[src/rtl/bpred_pkg.sv]
// Shared constants, entry layout and FSM encoding for the jump prediction table write path.
// Entry word: {tag, target, state}; a state of STATE_INVALID makes the reader predict 16'hFFFF.
package bpred_pkg;

  localparam int IDX_W    = 5;
  localparam int TAG_W    = 11;
  localparam int ADDR_W   = 16;
  localparam int DEPTH    = 1 << IDX_W;
  localparam int ENTRY_W  = TAG_W + ADDR_W + 2;
  localparam int TAG_LSB  = 18;
  localparam int ADDR_LSB = 2;

  localparam logic [1:0] STATE_INVALID = 2'b00;
  localparam logic [1:0] STATE_VALID   = 2'b01;

  localparam logic [IDX_W-1:0] LAST_IDX = '1;

  typedef enum logic [1:0] {
    ST_IDLE,
    ST_DRAIN,
    ST_CLEAR
  } updState_t;

  typedef struct packed {
    logic [IDX_W-1:0]   idx;
    logic [ENTRY_W-1:0] data;
  } updEntry_t;

  function automatic updEntry_t mkEntry(input logic [ADDR_W-1:0] pc,
                                        input logic [ADDR_W-1:0] target);
    updEntry_t e;
    e.idx  = pc[IDX_W-1:0];
    e.data = {pc[ADDR_W-1:IDX_W], target, STATE_VALID};
    return e;
  endfunction

endpackage

[src/rtl/bpred_update_ctrl_if.sv]
// Resolved-jump update bus from the two requesters ([0]=EX, [1]=WB).
// Transfer on a lane happens in any cycle where req_valid & req_ready are both high.
interface bpred_update_ctrl_if;
  import bpred_pkg::*;

  logic [1:0]             req_valid;
  logic [1:0]             req_ready;
  logic [1:0][ADDR_W-1:0] req_pc;
  logic [1:0][ADDR_W-1:0] req_target;

  modport master (output req_valid, output req_pc, output req_target, input req_ready);
  modport slave  (input req_valid, input req_pc, input req_target, output req_ready);
endinterface

[src/rtl/bpred_upd_fifo.sv]
// Synchronous FIFO for pending table updates; one push and one pop per cycle, flush empties it.
// Zero added latency beyond the clock edge; push is ignored when full, pop ignored when empty.
module bpred_upd_fifo #(
  parameter int DEPTH = 4,
  parameter int WIDTH = 8
) (
  input  logic                     clk,
  input  logic                     rst_n,
  input  logic                     push,
  input  logic [WIDTH-1:0]         pushData,
  input  logic                     pop,
  output logic [WIDTH-1:0]         popData,
  input  logic                     flush,
  output logic                     full,
  output logic                     empty,
  output logic [$clog2(DEPTH):0]   count
);

  localparam int PW = $clog2(DEPTH);
  localparam logic [PW-1:0] PTR_ONE  = 1;
  localparam logic [PW:0]   CNT_ONE  = 1;
  localparam logic [PW:0]   CNT_FULL = (PW+1)'(DEPTH);

  logic [WIDTH-1:0] mem [DEPTH];
  logic [PW-1:0]    wrPtr;
  logic [PW-1:0]    rdPtr;
  logic             doPush;
  logic             doPop;

  assign full    = (count == CNT_FULL);
  assign empty   = (count == '0);
  assign doPush  = push && !full && !flush;
  assign doPop   = pop && !empty && !flush;
  assign popData = mem[rdPtr];

  // Storage carries no reset; only the pointers define what is valid.
  always_ff @(posedge clk) begin
    if (doPush) mem[wrPtr] <= pushData;
  end

  always_ff @(posedge clk or negedge rst_n) begin
    if (!rst_n) begin
      wrPtr <= '0;
      rdPtr <= '0;
      count <= '0;
    end else if (flush) begin
      wrPtr <= '0;
      rdPtr <= '0;
      count <= '0;
    end else begin
      if (doPush) wrPtr <= wrPtr + PTR_ONE;
      if (doPop)  rdPtr <= rdPtr + PTR_ONE;
      case ({doPush, doPop})
        2'b10:   count <= count + CNT_ONE;
        2'b01:   count <= count - CNT_ONE;
        default: count <= count;
      endcase
    end
  end

endmodule

[src/rtl/bpred_update_ctrl.sv]
// Write-side controller for the jump prediction table: RR-arbitrated EX/WB updates, queued, one write/cycle, plus flush sweep.
// Accept at cycle N -> table write at N+1 earliest; ready drops when queue full, during sweep and on flush_req.
module bpred_update_ctrl
  import bpred_pkg::*;
#(
  parameter int QDEPTH = 4
) (
  input  logic                 clk,
  input  logic                 rst_n,
  bpred_update_ctrl_if.slave   upd,
  input  logic                 flush_req,
  output logic                 tbl_wr_en,
  output logic [IDX_W-1:0]     tbl_wr_idx,
  output logic [ENTRY_W-1:0]   tbl_wr_data,
  output logic                 busy,
  output logic                 clear_done,
  output logic [7:0]           drop_cnt
);

  localparam int CW = $clog2(QDEPTH) + 1;
  localparam logic [CW-1:0]    CNT_ONE = 1;
  localparam logic [IDX_W-1:0] IDX_ONE = 1;

  updState_t       state;
  logic            rrPtr;
  logic [1:0]      grant;
  logic            grantSel;
  logic            acceptOk;
  logic            accept;
  logic            flushNow;
  logic            fifoPush;
  logic            fifoPop;
  logic            fifoFull;
  logic            fifoEmpty;
  logic [CW-1:0]   fifoCnt;
  logic            drainNext;
  logic [8:0]      dropSum;
  updEntry_t       reqEntry;
  updEntry_t       headEntry;

  // Both valid: the pointer side wins; a lone requester wins regardless.
  always_comb begin
    grant = upd.req_valid;
    if (&upd.req_valid) grant = rrPtr ? 2'b10 : 2'b01;
  end

  assign grantSel      = grant[1];
  assign flushNow      = flush_req && (state != ST_CLEAR);
  assign acceptOk      = !fifoFull && (state != ST_CLEAR) && !flush_req;
  assign upd.req_ready = acceptOk ? grant : 2'b00;
  assign accept        = |(upd.req_valid & upd.req_ready);
  assign reqEntry      = mkEntry(upd.req_pc[grantSel], upd.req_target[grantSel]);

  // An accept into an empty queue bypasses storage and goes straight to the write port.
  assign fifoPop   = !fifoEmpty && !flushNow && (state != ST_CLEAR);
  assign fifoPush  = accept && !fifoEmpty;
  assign drainNext = !fifoEmpty && !((fifoCnt == CNT_ONE) && fifoPop && !fifoPush);
  assign dropSum   = {1'b0, drop_cnt} + 9'(fifoCnt);
  assign busy      = !fifoEmpty || (state == ST_CLEAR);

  bpred_upd_fifo #(
    .DEPTH (QDEPTH),
    .WIDTH ($bits(updEntry_t))
  ) u_fifo (
    .clk      (clk),
    .rst_n    (rst_n),
    .push     (fifoPush),
    .pushData (reqEntry),
    .pop      (fifoPop),
    .popData  (headEntry),
    .flush    (flushNow),
    .full     (fifoFull),
    .empty    (fifoEmpty),
    .count    (fifoCnt)
  );

  always_ff @(posedge clk or negedge rst_n) begin
    if (!rst_n) begin
      state       <= ST_IDLE;
      rrPtr       <= 1'b0;
      tbl_wr_en   <= 1'b0;
      tbl_wr_idx  <= '0;
      tbl_wr_data <= '0;
      clear_done  <= 1'b0;
      drop_cnt    <= '0;
    end else begin
      clear_done <= 1'b0;
      if (accept) rrPtr <= ~grantSel;
      if (flushNow) begin
        state       <= ST_CLEAR;
        tbl_wr_en   <= 1'b1;
        tbl_wr_idx  <= '0;
        tbl_wr_data <= '0;
        drop_cnt    <= dropSum[8] ? 8'hFF : dropSum[7:0];
      end else if (state == ST_CLEAR) begin
        // The write index register doubles as the sweep counter.
        if (tbl_wr_idx == LAST_IDX) begin
          state      <= ST_IDLE;
          tbl_wr_en  <= 1'b0;
          clear_done <= 1'b1;
        end else begin
          tbl_wr_en   <= 1'b1;
          tbl_wr_idx  <= tbl_wr_idx + IDX_ONE;
          tbl_wr_data <= '0;
        end
      end else begin
        state <= drainNext ? ST_DRAIN : ST_IDLE;
        if (fifoPop) begin
          tbl_wr_en   <= 1'b1;
          tbl_wr_idx  <= headEntry.idx;
          tbl_wr_data <= headEntry.data;
        end else if (accept) begin
          tbl_wr_en   <= 1'b1;
          tbl_wr_idx  <= reqEntry.idx;
          tbl_wr_data <= reqEntry.data;
        end else begin
          tbl_wr_en <= 1'b0;
        end
      end
    end
  end

endmodule
[src/flat_wrapper.sv]
// flat-port wrapper written by rule: the top's interface ports become plain ports
module bpred_update_ctrl_flat import bpred_pkg::*;
#(
  parameter int QDEPTH = 4
)
  (clk, rst_n, flush_req, tbl_wr_en, tbl_wr_idx, tbl_wr_data, busy, clear_done, drop_cnt, upd_req_valid, upd_req_pc, upd_req_target, upd_req_ready);
  bpred_update_ctrl_if upd_i ();
  input  logic clk;
  input  logic rst_n;
  input  logic flush_req;
  output logic tbl_wr_en;
  output logic [IDX_W-1:0] tbl_wr_idx;
  output logic [ENTRY_W-1:0] tbl_wr_data;
  output logic busy;
  output logic clear_done;
  output logic [7:0] drop_cnt;
  input wire logic [$bits(upd_i.req_valid)-1:0] upd_req_valid;
  input wire logic [$bits(upd_i.req_pc)-1:0] upd_req_pc;
  input wire logic [$bits(upd_i.req_target)-1:0] upd_req_target;
  output wire logic [$bits(upd_i.req_ready)-1:0] upd_req_ready;
  assign upd_i.req_valid = upd_req_valid;
  assign upd_i.req_pc = upd_req_pc;
  assign upd_i.req_target = upd_req_target;
  assign upd_req_ready = upd_i.req_ready;
  bpred_update_ctrl #(.QDEPTH(QDEPTH)) u_core (.clk(clk), .rst_n(rst_n), .upd(upd_i), .flush_req(flush_req), .tbl_wr_en(tbl_wr_en), .tbl_wr_idx(tbl_wr_idx), .tbl_wr_data(tbl_wr_data), .busy(busy), .clear_done(clear_done), .drop_cnt(drop_cnt));
endmodule
[config.mk]
export PLATFORM = sky130hd
export DESIGN_NAME = bpred_update_ctrl_flat
export DESIGN_NICKNAME = d
export VERILOG_FILES = /design/src/rtl/bpred_pkg.sv /design/src/rtl/bpred_update_ctrl_if.sv /design/src/rtl/bpred_upd_fifo.sv /design/src/rtl/bpred_update_ctrl.sv /design/src/flat_wrapper.sv
export SDC_FILE = /design/constraint.sdc
export NUM_CORES = 1
export LEC_CHECK = 0
export ABC_AREA = 1
export BUFFER_PORTS_ARGS = -buffer_cell sky130_fd_sc_hd__clkbuf_2
export CAP_MARGIN = 0
export CELL_PAD_IN_SITES_DETAIL_PLACEMENT = 2
export CELL_PAD_IN_SITES_GLOBAL_PLACEMENT = 2
export CORE_UTILIZATION = 38
export CTS_BUF_LIST = sky130_fd_sc_hd__clkbuf_4 sky130_fd_sc_hd__clkbuf_8
export DETAILED_ROUTE_END_ITERATION = 8
export PLACE_DENSITY_LB_ADDON = 0.08
export RECOVER_POWER = 100
export SYNTH_ARGS = -nofsm -noshare
export SYNTH_HDL_FRONTEND = slang
export SYNTH_HIERARCHICAL = 1
export SYNTH_SLANG_ARGS = --single-unit
[constraint.sdc]
create_clock -name clk -period 3.9 [get_ports clk]
set_clock_uncertainty 0.1 [all_clocks]
set_input_delay 0.39 -clock clk [delete_from_list [all_inputs] [get_ports clk]]
set_output_delay 0.39 -clock clk [all_outputs]
set_load 0.1 [all_outputs]
Word-level counts from Yosys, hierarchy flattened
Memory sizes are Yosys's and may differ from the RTL's.
Index checks and enable logic that the tools add are counted.
Storage, ports and cells
  register bits: 54
  bits in writable memories: 128
  input port bits: 69
  output and inout port bits: 47
  logic and storage cells: 95
  memories: 1
Memory list
  u_core.u_fifo.mem: depth 4, bits a word 32, read ports 1, clocked after memory_dff 0, wr ports 1, line bpred_upd_fifo.sv:24  | logic [WIDTH-1:0] mem [DEPTH];
Cells by class
  add/subtract/negate cells: 6
  $lt $le $gt $ge: 1
  equality and inequality tests: 9
  muxes and demuxes: 38
  bitwise gates (word level): 2
  reduce and logical (&&, ||, !) cells: 28
Operators with widths (count)
  two-way mux 29 bit: 5
  two-way mux 16 bit: 4
  two-way mux 5 bit: 5
  two-way mux 2 bit: 10
  logical AND 1 bit: 13
  two-way mux 1 bit: 11
  adder 8 x 3 -> 9 bit: 1
  two-way mux 8 bit: 1
  logical NOT 1 bit: 6
  inequality test 3 x 2 -> 1 bit (second input constant): 2
  case mux 3 bit (2 select lines): 1
  adder 5 x 1 -> 5 bit (second input constant): 1
  == test 5 bit (second input constant): 1
  adder 2 x 1 -> 2 bit (second input constant): 2
  == test 2 bit (second input constant): 2
  AND reduction 2 bit: 2
  nonzero test 2 bit: 2
  nonzero test 4 bit: 1
  adder 3 x 1 -> 3 bit (second input constant): 1
  == test 3 x 1 -> 1 bit (second input constant): 1
  == test 3 bit (second input constant): 1
  logical NOT 3 bit: 1
  two-way mux 3 bit: 1
  nonzero test 3 bit: 1
  other kinds (8): 8

Depth between registers and ports, before layout
  depth after elaboration: 15
  depth in mapped cells: 18
  depth with buffers taken out: 17

Cells and area by module
Netlist, hierarchy kept.
By module, submodules not included
  bpred_upd_fifo: instances 1, cells an instance 395, area each 5522.8 um^2, sequential area each 4259.1 um^2
  bpred_update_ctrl: instances 1, cells an instance 409, area each 2934.1 um^2, sequential area each 1176.1 um^2

Worst setup path after synthesis
Ideal clock, no wire load.
  path type: reg2reg
  start: reg u_core.u_fifo.count[0]
  end: mem u_core/u_fifo/mem[0][0] (netlist bit) (enable)
  library setup time: 0.425 ns
  data arrival time: 3.012 ns
  required time: 3.375 ns
  path slack: 0.362 ns
  cell stages (with the launch flop): 11
  buffers on the path: 2
  period minus slack after synthesis: 3.538 ns
  cell sequence: dfrtp_1 nor2_4 nand2_2 inv_1 clkbuf_1 clkbuf_1 nor2_1 nand2_2 nor2_1 inv_2 nor2_1
Between the ends
  elaborated cells between the ends (all ways): 14
  those cells by class: 1 x eq/ne; 3 x mux; 1 x bitwise; 9 x reduce/logical
RTL lines
  from (decl): line bpred_upd_fifo.sv:16  | output logic [$clog2(DEPTH):0] count
  from (signal assigned): line bpred_upd_fifo.sv:54  | 2'b10: count <= count + CNT_ONE;
  from (signal assigned): line bpred_upd_fifo.sv:55  | 2'b01: count <= count - CNT_ONE;
  from (signal assigned): line bpred_upd_fifo.sv:56  | default: count <= count;
  logical NOT 3 bit: line bpred_upd_fifo.sv:31  | assign empty = (count == '0);
  via u_core.fifoEmpty: line bpred_update_ctrl.sv:34  | logic fifoEmpty;
  logical NOT 1 bit: line bpred_update_ctrl.sv:56  | assign fifoPush = accept && !fifoEmpty;
  logical AND 1 bit: line bpred_update_ctrl.sv:56
  via u_core.fifoPush: line bpred_update_ctrl.sv:31  | logic fifoPush;
  logical AND 1 bit (2 in a row): line bpred_upd_fifo.sv:32  | assign doPush = push && !full && !flush;
  two-way mux 1 bit: line bpred_upd_fifo.sv:38  | if (doPush) mem[wrPtr] <= pushData;
  two-way mux 1 bit (implied by the code): line bpred_upd_fifo.sv:38
  to (decl): line bpred_upd_fifo.sv:24
The timed path passes the listed nets, and every way through them passes these cells.

Worst setup path after layout
  start: reg u_core.rrPtr
  end: out upd_req_ready[1]
Between the ends
  longest elaborated chain between the ends: 3
RTL lines
  from (decl): line bpred_update_ctrl.sv:25  | logic rrPtr;
  from (signal assigned): line bpred_update_ctrl.sv:88  | if (accept) rrPtr <= ~grantSel;
  two-way mux 2 bit (2 in a row): line bpred_update_ctrl.sv:44  | if (&upd.req_valid) grant = rrPtr ? 2'b10 : 2'b01;
  two-way mux 2 bit: line bpred_update_ctrl.sv:50  | assign upd.req_ready = acceptOk ? grant : 2'b00;
  to (decl): line flat_wrapper.sv:20  | output wire logic [$bits(upd_i.req_ready)-1:0] upd_req_ready;
No other way between the ends.

==> out/summary.txt <==
total gr overflow -> 0
period utilization -> 88.1%
Starting Density -> 38.8%
Cells after Synth -> 804
PwrDens -> 741 nW/um^2
vias per cell -> 5.34
status -> finished with violations
Rows -> 54
Netlist cell types -> 37
startpoint types -> flip-flop
GRT Overall Usage -> 23.2%
Post-synth EDFFs -> 136
RSZ-0062 raised after global routing -> no
die area -> 22900 sq um
clk_lat worst skew -> 450 ps
Pre-antenna DRT Iters -> 4
pin count of the biggest net entering global routing -> 70
placed cells -> 1180
Synth top area share -> 48.3%
Fmax -> 291 MHz
Yosys warnings -> 6
fin cells -> 1212
H-tree levels -> 4
Yosys reg bits -> 190
failing checks -> max-capacitance violations, max-slew violations
Final HPWL DP -> 17100 um
actual slew at the worst max-slew pin -> 2010 ps
layout cells sized above 1 -> 14.7%
Num CTS Buffers -> 17
hold-fix buffers at CTS -> 1
biggest area consumer among synthesized cells -> edfxtp_1
Req. time, crit path -> 3410 ps
Final #Nets -> 1000
LEAKAGE -> 0.00403 uW
ys flop type -> edfxtp_1
WL final -> 25300 um
hold crit path type -> in2reg
DR DRC count -> 0
dpl cell area -> 9380 sq um
fillcell total -> 2373
ant diodes -> 0
TritonCTS clock tree -> built
Synth area leaders -> edfxtp_1, dfrtp_1, nand2_1
Worst EP arrival -> 2950 ps
CP Max Fanout -> 16
die width -> 151 um
WHS Path Cells -> 5
Slew headroom -> -34.3%
PortBufs -> 115
vias -> 6475
asr flop ratio synth -> 28.4%
fin crit period -> 3440 ps
count of pins over their slew limit -> 31
DRT antenna net count -> 0
Core Util, Final -> 44.2%
Root Driver -> clkbuf_8
Final Cell Area -> 9640 sq um
first-pass GRT wire length -> 39300 um
setup violators final -> 0
Syn Area/Cell -> 10.5 sq um
final hold vios -> 0
setup TNS -> 0 ps
Iter 0 DRT Violations -> 300
I/O Pins -> 116
most frequent cells in the layout -> nand2_1, edfxtp_1, nor2_1
clock slew at reported path FFs -> 110 ps
initial antenna violation count -> 0
Hold Slack -> 209 ps
Setup crit end kind -> output pin
vias in the first global route -> 7142
most common cell after layout, fill and taps aside -> nand2_1
Reg2Reg Depth -> 11
core area -> 21800 sq um
CTS sink cnt -> 190
routed len/inst -> 20.9 um
critical path type -> reg2out
Die Ht -> 151 um
worst vdd ir -> 0.334 mV
Clock Path Buffers -> 2
post-CTS setup buffer count -> 0
Cell Area, Synth -> 8460 sq um
Max-Cap Viols -> 1
sequential cell area fraction in the yosys report -> 64.3%
PostCTS Resize Cnt -> 0
area grow syn2layout -> 14.0%
gpl congestion -> 0.806
==> sequential cells by signal, summed over array words and instances (netlist names) <==
signal               flops
u_core/u_fifo/count      3
u_core/tbl_wr_en         1
u_core/u_fifo/mem      136
u_core/state             2
u_core/u_fifo/wrPtr      2
u_core/drop_cnt          8
u_core/clear_done        1
u_core/tbl_wr_data      29
u_core/rrPtr             1
u_core/u_fifo/rdPtr      2
u_core/tbl_wr_idx        5
==> final timing paths <==
| kind | start | endpoint | slack, ps |
|---|---|---|---|
| max | u_core/rrPtr | upd_req_ready[1] | 460 |
| min | upd_req_pc[21] | u_core/tbl_wr_data[18] | 210 |
| max reg2reg | u_core/u_fifo/count[0] | u_core/u_fifo/mem[0][26] | 580 |
| min reg2reg | u_core/tbl_wr_data[8] | u_core/tbl_wr_data[8] | 390 |
| max in group asynchronous | rst_n | u_core/u_fifo/rdPtr[0] | 1040 |
| min in group asynchronous | rst_n | u_core/drop_cnt[7] | 930 |
==> per-stage QoR <==
stage          power, uW  worst slack, ps
6_report            7140              465
4_1_cts             7310              727
3_3_place_gp        5920              949
3_5_place_dp        6080              752
2_1_floorplan       5160              362
5_1_grt             7570              268
==> power by group <==
| group | switching, uW | total [uW] | internal, uW |
|---|---|---|---|
| clock | 755 | 1220 | 463 |
| combinational | 2630 | 3260 | 623 |
| sequential | 181 | 2660 | 2480 |
==> synthesized netlist by cell type (2+ instances only) <==
cell type  number
o22ai_1        34
nand2_1       198
dfrtp_1        54
nor2_2          2
fa_1            2
nor3_1          4
a31oi_1         5
edfxtp_1      136
inv_2           7
a21oi_4         2
xor2_1          2
buf_2          11
buf_4           6
clkbuf_1       17
nand2_2         8
nor2_1         81
ha_1            9
o21ai_0        74
a21oi_1         7
buf_6           3
conb_1          2
nand4_1         2
o21ai_1         5
or2_2           3
inv_1          32
nand3_1        58
nand2_4         2
o211ai_1       29
==> layer usage <==
layer / GRT usage, % / part of all wire [%] / vias up
met4: 5.65 / 0.74 / 0
met3: 3.31 / 3.3 / 14
met1: 28.8 / 42 / 3303
li1: - / - / 3025
met2: 42.2 / 54 / 133
met5: 0 / 0 / -
==> cells by family (layout without fill, tap and decap cells) <==
kind of cell	count (synthesis)	count (layout)	share of synthesized area [%]
fa+ha+maj	11	11	1.81
other cells	2	8	0.0888
compound gates	158	158	11.3
buf+inv	77	199	4.13
flops	190	190	64.3
xor+xnor	3	3	0.311
simple gates	363	363	18.1
==> critical path: stages (launching register included) <==
cell and delay [ps]:
dfrtp_1 350, inv_1 80, nand2_1 190, nand2_1 510
nor3_1 460, clkbuf_1 900
==> cell type report <==
class | count | area, sq um | area share (%)
flip-flops and latches | 190 | 5440 | 56.4
clock buffers | 17 | 234 | 2.43
clock inverters | 14 | 130 | 1.35
repair buffers | 129 | 659 | 6.84
well taps | 280 | 350 | 3.64
inverters | 39 | 146 | 1.52
multi-input cells | 543 | 2680 | 27.8
No activity file was read; power rests on OpenSTA's default activity.
